<file path="config.mk">
export PLATFORM = sky130hd
export DESIGN_NAME = ps2_host_tx
export DESIGN_NICKNAME = d
export VERILOG_FILES = /design/src/rtl/ps2_host_tx.sv
export SDC_FILE = /design/constraint.sdc
export NUM_CORES = 1
export LEC_CHECK = 0
export CORE_MARGIN = 5
export CORE_UTILIZATION = 60
export DETAILED_ROUTE_END_ITERATION = 10
export PLACE_DENSITY_LB_ADDON = 0.12
export SLEW_MARGIN = 20
export SYNTH_ARGS = -nofsm -noshare
export SYNTH_HDL_FRONTEND = slang
export SYNTH_SLANG_ARGS = --single-unit
</file>
<file path="constraint.sdc">
create_clock -name CLK -period 3.8 [get_ports CLK]
set_input_delay 0.57 -clock CLK [delete_from_list [all_inputs] [get_ports CLK]]
set_output_delay 0.57 -clock CLK [all_outputs]
set_load 0.005 [all_outputs]
</file>
<file path="src/rtl/ps2_host_tx.sv">
// ps2_host_tx: PS/2 host-to-device command byte transmitter driving open-drain clock/data enables
module ps2_host_tx #(
    parameter int INHIBIT_CYCLES = 10000,
    parameter int SETUP_CYCLES   = 200,
    parameter int TIMEOUT_CYCLES = 2000000
) (
    input  logic       CLK,
    input  logic       RST_N,
    input  logic [7:0] TX_DATA,
    input  logic       TX_VALID,
    output logic       TX_READY,
    output logic       TX_DONE,
    output logic       TX_ERR,
    output logic       BUSY,
    input  logic       PS2_CLK_IN,
    input  logic       PS2_DATA_IN,
    output logic       PS2_CLK_OE,
    output logic       PS2_DATA_OE
);
    localparam int IW = $clog2(INHIBIT_CYCLES + 1);
    localparam int SW = $clog2(SETUP_CYCLES + 1);
    localparam int CW = IW > SW ? IW : SW;
    localparam int WW = $clog2(TIMEOUT_CYCLES + 1);

    typedef enum logic [2:0] {IDLE, INHIBIT, RTS, SEND, ACK, WAIT_IDLE, DONE, ERR} state_t;

    state_t        state, state_n;
    logic [CW-1:0] cnt, cnt_n;
    logic [WW-1:0] wd, wd_n;
    logic [3:0]    idx, idx_n;
    logic [7:0]    sh, sh_n;
    logic          par, par_n, dbit, dbit_n;
    logic [1:0]    clk_s, dat_s;
    logic          clk_prev, fall, timeout;

    assign fall    = clk_prev & ~clk_s[1];
    assign timeout = wd == WW'(TIMEOUT_CYCLES - 1);

    // two-stage synchronizers for both lines plus clock history for fall detection
    always_ff @(posedge CLK) begin
        if (!RST_N) begin
            clk_s    <= 2'b11;
            dat_s    <= 2'b11;
            clk_prev <= 1'b1;
        end else begin
            clk_s    <= {clk_s[0], PS2_CLK_IN};
            dat_s    <= {dat_s[0], PS2_DATA_IN};
            clk_prev <= clk_s[1];
        end
    end

    // state, phase timers, watchdog and frame shift register
    always_ff @(posedge CLK) begin
        if (!RST_N) begin
            state <= IDLE;
            cnt   <= '0;
            wd    <= '0;
            idx   <= '0;
            sh    <= '0;
            par   <= 1'b0;
            dbit  <= 1'b0;
        end else begin
            state <= state_n;
            cnt   <= cnt_n;
            wd    <= wd_n;
            idx   <= idx_n;
            sh    <= sh_n;
            par   <= par_n;
            dbit  <= dbit_n;
        end
    end

    // next-state: timed inhibit/setup, bit shifting on device clock falls, ack check, watchdog abort
    always_comb begin
        state_n = state;
        cnt_n   = cnt;
        wd_n    = wd;
        idx_n   = idx;
        sh_n    = sh;
        par_n   = par;
        dbit_n  = dbit;
        case (state)
            IDLE: begin
                cnt_n = '0;
                if (TX_VALID) begin
                    state_n = INHIBIT;
                    sh_n    = TX_DATA;
                    par_n   = ~^TX_DATA;
                end
            end
            INHIBIT: begin
                state_n = cnt == CW'(INHIBIT_CYCLES - 1) ? RTS : INHIBIT;
                cnt_n   = cnt == CW'(INHIBIT_CYCLES - 1) ? '0 : cnt + CW'(1);
            end
            RTS: begin
                cnt_n = cnt + CW'(1);
                if (cnt == CW'(SETUP_CYCLES - 1)) begin
                    state_n = SEND;
                    cnt_n   = '0;
                    idx_n   = '0;
                    dbit_n  = 1'b1;
                    wd_n    = '0;
                end
            end
            SEND, ACK, WAIT_IDLE: begin
                wd_n = wd == WW'(TIMEOUT_CYCLES) ? wd : wd + WW'(1);
                if (timeout) begin
                    state_n = ERR;
                    dbit_n  = 1'b0;
                end else if (state == SEND) begin
                    if (fall) begin
                        idx_n   = idx + 4'd1;
                        dbit_n  = idx < 4'd8 ? ~sh[0] : idx == 4'd8 ? ~par : 1'b0;
                        sh_n    = idx < 4'd8 ? {1'b0, sh[7:1]} : sh;
                        state_n = idx == 4'd9 ? ACK : SEND;
                    end
                end else if (state == ACK) begin
                    if (fall) state_n = dat_s[1] ? ERR : WAIT_IDLE;
                end else if (clk_s[1] & dat_s[1]) begin
                    state_n = DONE;
                end
            end
            default: state_n = IDLE;
        endcase
    end

    assign TX_READY    = state == IDLE;
    assign BUSY        = state != IDLE;
    assign TX_DONE     = state == DONE;
    assign TX_ERR      = state == ERR;
    assign PS2_CLK_OE  = state == INHIBIT || state == RTS;
    assign PS2_DATA_OE = state == RTS || (state == SEND && dbit);
endmodule

</file>
==> results of run 1 <==
## synth_stat cells (all sizes together), types with 10 or more instances
library cell	n	share of area (%)
or4	14	3.4
inv	14	1.6
nand2b	14	2.7
nor3	10	1.6
a21oi	41	6.4
or3	14	2.7
o21ai	23	3.6
clkbuf	11	1.3
dfxtp	57	35
o31ai	12	2.8
nand2	47	5.5
nor2	28	3.4
nand3	14	2.2
## final timing paths
check,depth (start not counted),to
setup / recovery,5,wd[11]
hold / removal,1,clk_s[1]
setup reg to reg,5,wd[11]
hold reg to reg,1,clk_s[1]
## area by class of cell
class | instances | area share, %
clock inverter | 6 | 1.59
sequential | 57 | 31.5
multi-input combinational | 311 | 53.5
tap | 70 | 2.42
timing repair buffer | 21 | 5.60
inverter | 15 | 1.56
clock buffer | 10 | 3.80
## cell families (layout without fill, tap and decap cells)
group / count (synthesis) / count (layout) / share of synthesized area (%)
buffers and inverters: 35 / 52 / 4.92
and+or+nand+nor: 177 / 177 / 30.0
muxes: 3 / 3 / 0.930
xor gates and xnor gates: 12 / 12 / 3.26
AOI/OAI and AO/OA: 113 / 113 / 23.3
DFF: 57 / 57 / 35.3
adders and majority gates: 6 / 6 / 2.33
## cell usage in the layout (no fill, tap or decap), types with 6 or more instances in the layout
master,n
o31ai_1,12
or3_1,14
clkbuf_8,10
nand2_1,47
clkdlybuf4s50_1,18
nand2b_1,14
a31oi_1,8
a21oi_1,41
and4_1,6
xnor2_1,9
or4_1,13
nor3_1,10
a211o_1,7
dfxtp_1,57
nand3_1,14
inv_1,14
nor2_1,26
o21ai_0,21
ha_1,6
## sequential cells by signal, summed over array words and instances (netlist names), 2 cells and up
name   cells
cnt       14
sh         8
state      3
idx        4
dat_s      2
wd        21
clk_s      2
## metrics by stage
step	instance area (sq um)	total power, mW	hold slack [ps]	instances	utilization (%)
after floorplan	3230	1.20	386	403	-
after global placement	3420	1.33	389	474	66.2
after CTS	3620	1.91	409	490	70.0
after detailed placement	3420	1.34	396	474	66.2
after global routing	3620	2.03	424	490	70.0
final	3620	1.91	409	490	70.0
## where the power goes
part           switching (mW)  internal, mW
registers              0.0792         0.664
clock network           0.250         0.315
logic                   0.340         0.257
## routing by layer
metal	vias to the layer above	global-route usage [%]	part of all wire, %
li1	1506	-	-
met1	1420	27.7	45
met3	11	7.92	6.0
met2	78	35.3	48
met5	-	0	0
met4	0	5.05	0.89
==> metrics.cfg, run 1 <==
[logic_synthesis]
yosysSeqAreaShare_pct = 35.3
netlist_area_sq_mm = 0.00323
avgSynthCellArea_sq_um = 8.01
syn-num-nets = 422
syn_inst = 403
yosysWarnings = 0
synth_seq_cells = 57
synthArstFlopShare_pct = 0
synthFlopType = dfxtp_1
synth_edf_count = 0
synth.distinct_cells = 57

[floorplanning]
row_count = 26
core-area_sq_mm = 0.00517
initial_core_util_pct = 62.4
dieArea_sq_mm = 0.00695
fp.dieH_um = 83.4
io_pins = 19
die-width_um = 83.4

[critical_path]
slowest_delay_ps = 640
cp_slowest_cell = dfxtp_1
cp-startpoint = state[1]
cp.arrival_ps = 2870
crit_type = flop to flop
critPathBufInv = 0
crit_family = simple AND/OR/NAND/NOR gates
path_cells = nand3b_1 -> nand2_1 -> o22ai_2 -> or4_1 -> a21oi_1
end_kind = flop
cp.required_ps = 4060
r2r_start = state[1]
rrSetupSlack_ps = 1190
start_kind = flop
cp_max_fo = 21

[layout]
drive_gt1_share_pct = 7.14
synthToLayoutAreaGrowth_pct = 12.1
multiInputGateArea_sq_mm = 0.00194
final_nets = 434
regArea_sq_mm = 0.00114
diodes = 0
nFillCells = 420

[sta]
rsz0062_at_grt = no
tightest_slew_ps = 735
finClkSkew_ps = 6.12
slew_violations = 0
slew_headroom_pct = 50.9
tns_ps = 0
max_freq_mhz = 383
post-route-min-period_ps = 2610
worst_slack_ps = 1190
hold_viol_final = 0
setup_violations = 0
period_share_pct = 68.7

[min_path]
hold_start = clk_s[0]
min_path_type = flop to flop

[clock_tree]
clock_latency_ps = 350
cts_made_buffers = 9
htree_levels = 3
cts_tree = built
clkTransAtPathRegs_ps = 60
post_cts_resize_count = 0
clock_path_buffers = 2
holdBufCountCts = 0
cts_num_sinks = 57
cts_setup_buffers = 0
cts-root-buf = clkbuf_8

[drt]
drtIter0Drc = 145
wire_per_inst_um = 15.0
vias = 3015
drt_wl_total_mm = 7.33
ant_nets = 0
post-route-drc-count = 0
drtPass1Iterations = 5
vias_per_cell = 6.15

[power]
power_leakage_nw = 1.21
ir_drop_mv = 0.364
p_per_area_mw_per_mm2 = 527

[global_routing]
grt_max_degree = 22
grt_use_total_pct = 21.8
grt_pass1_wl_mm = 12.6
grt_pass1_vias = 2736
antenna_found_initial = 0
grt_overflow_total = 0

[placed_design]
place.gp.congestion = 0.869
dp_slack_ps = 1240
portBuffers = 18
detailedPlacementHpwl_mm = 4.90

[run]
cap_violations = 0

[status]
status = finished, final reports clean

Note: power is estimated with default switching activity, not from simulation.
==> run 2: changes to the inputs <==
--- a/config.mk
+++ b/config.mk
@@ -6,7 +6,7 @@
 export NUM_CORES = 1
 export LEC_CHECK = 0
 export CORE_MARGIN = 5
-export CORE_UTILIZATION = 60
+export CORE_UTILIZATION = 59
 export DETAILED_ROUTE_END_ITERATION = 10
 export PLACE_DENSITY_LB_ADDON = 0.12
 export SLEW_MARGIN = 20
==> constraint.sdc (replaced) <==
create_clock -name CLK -period 2.5 [get_ports CLK]
set_input_delay 0.375 -clock CLK [delete_from_list [all_inputs] [get_ports CLK]]
set_output_delay 0.375 -clock CLK [all_outputs]
set_load 0.005 [all_outputs]
==> metrics.cfg, run 2 (synthesis results as in run 1) <==
[layout]
top_register = wd
layout_common_cells = 57 x dfxtp_1, 47 x nand2_1, 41 x a21oi_1
drive_gt1_share_pct = 8.86  ; +1.7 points
multiInputGateArea_sq_mm = 0.00194  ; unchanged
largest_register_ffs = 21  ; unchanged
regArea_sq_mm = 0.00114  ; unchanged
diodes = 0  ; unchanged
nFillCells = 467  ; +11%
largestRegisters = wd x21, cnt x14, sh x8
final_nets = 444  ; +2.3%
synthToLayoutAreaGrowth_pct = 14.5
final_common_cell = dfxtp_1
fin_area_sq_mm = 0.00370  ; +2.1%

[drt]
vias = 3088  ; +2.4%
drt_wl_total_mm = 7.34  ; +0.14%
wl_met2_mm = 3.64  ; +3.9%
dr.max_layer_used = met4
post-route-drc-count = 0  ; unchanged
drtPass1Iterations = 4  ; -1
vias_per_cell = 6.16  ; +0.17%
ant_nets = 0  ; unchanged
drtIter0Drc = 133  ; -8.3%
wire_per_inst_um = 14.7  ; -2.1%
wl_met1_mm = 3.28  ; -1.5%
wl_met3_um = 336  ; -23%

[clock_tree]
post_cts_resize_count = 0  ; unchanged
cts_setup_buffers = 0  ; unchanged
clkTransAtPathRegs_ps = 70  ; about the same
clock_latency_ps = 340  ; about the same
cts_made_buffers = 9  ; unchanged
holdBufCountCts = 0  ; unchanged
cts-root-buf = clkbuf_8
cts_tree = built
clock_path_buffers = 2  ; unchanged
htree_levels = 3  ; unchanged
cts_num_sinks = 57  ; unchanged

[global_routing]
grt_use_total_pct = 21.8  ; -0.090 points
grt_pass1_wl_mm = 12.6  ; about the same
grt_pass1_vias = 2776  ; +1.5%
antenna_found_initial = 0  ; unchanged
grt_overflow_total = 0  ; unchanged
grt_max_degree = 22  ; unchanged

[sta]
slew_violations = 0  ; unchanged
setup_violations = 0  ; unchanged
rsz0062_at_grt = no
hold_viol_final = 0  ; unchanged
finClkSkew_ps = 9.68  ; +3.56 ps
slew_headroom_pct = 51.4  ; +0.47 points
period_share_pct = 93.7  ; +25 points
max_freq_mhz = 427  ; +11%
tightest_slew_ps = 730  ; -5.26 ps
post-route-min-period_ps = 2340  ; -266 ps
tns_ps = 0  ; unchanged

[power]
p_per_area_mw_per_mm2 = 798  ; +52%
ir_drop_mv = 0.508  ; +40%
power_mw = 2.95  ; +55%
power_leakage_nw = 1.26  ; +4.1%

[placed_design]
detailedPlacementHpwl_mm = 5.16  ; +5.3%
place.gp.congestion = 0.884  ; +1.8%
placed_area_sq_mm = 0.00350  ; +2.3%
portBuffers = 18  ; unchanged

[critical_path]
cp.arrival_ps = 2610  ; -260 ps
end_kind = flop
crit_type = flop to flop
start_kind = flop
r2r-end = wd[7]
cp-startpoint = wd[16]
r2r_start = wd[16]
cp_max_fo = 21  ; unchanged
worstRegToRegCells = 5  ; unchanged
rrSetupSlack_ps = 160  ; -1030 ps
cp.required_ps = 2760  ; -1300 ps

[floorplanning]
row_count = 27  ; +3.8%
die-width_um = 84.0  ; +0.74%
fp.dieH_um = 84.0  ; +0.74%
dieArea_sq_mm = 0.00705  ; +1.5%
core-area_sq_mm = 0.00541  ; +4.5%
initial_core_util_pct = 59.7  ; -2.7 points
io_pins = 19  ; unchanged

[min_path]
holdPathStages = 1  ; unchanged
min_path_type = flop to flop
min_to = clk_s[1]
hold_start = clk_s[0]

[status]
status = finished, final reports clean

[run]
cap_violations = 0  ; unchanged

[run 2: cell count changes in the layout (fill, tap and decap cells not counted), sizes merged]
cell / change
buf: +10
clkinv: -2
clkinvlp: -1
clkbuf: +2
[run 2: power by group]
group | leakage [nW] | switching (mW) | internal (mW)
Clock | 0.102 | 0.362 | 0.506
Combinational | 0.697 | 0.565 | 0.435
Sequential | 0.462 | 0.0719 | 1.01
[run 2: critical path, cell delays in order, from the launching register on]
cell and delay (ps):
dfxtp_1 340, or3_1 390, or4_4 580, o22ai_2 560
o21ai_0 230, a21oi_1 170
[run 2: final cells by class]
class                   count  area share [%]
multi-input cells         311            52.4
well taps                  72            2.44
flip-flops and latches     57            30.9
inverters                  15            1.52
repair buffers             31            7.52
clock buffers              12            4.20
clock inverters             3            1.08
[run 2: metal layers]
layer / up-vias / global-route usage (%)
li1: 1535 / -
met1: 1465 / 27.1
met2: 79 / 35.9
met3: 9 / 5.13
met4: 0 / 9.06
met5: - / 0
[run 2: worst max-delay path by stage]
stage | end | slack [ps] | cells after the start
final | wd[7] | 160 | 5
after global routing | wd[13] | 30 | 6
after CTS | wd[7] | 170 | 5
after detailed placement | wd[7] | 190 | 5
after global placement | wd[3] | 290 | 5
after floorplan | sh[5] | 510 | 7
[run 2: per-stage QoR]
step	cells	hold WS [ps]	setup WS (ps)	util (%)
detailed placement	486	404	189	64.8
global route	501	437	25.9	68.4
CTS	501	419	170	68.4
global placement	486	388	286	64.8
finish	501	413	156	68.4
floorplan	403	386	506	-
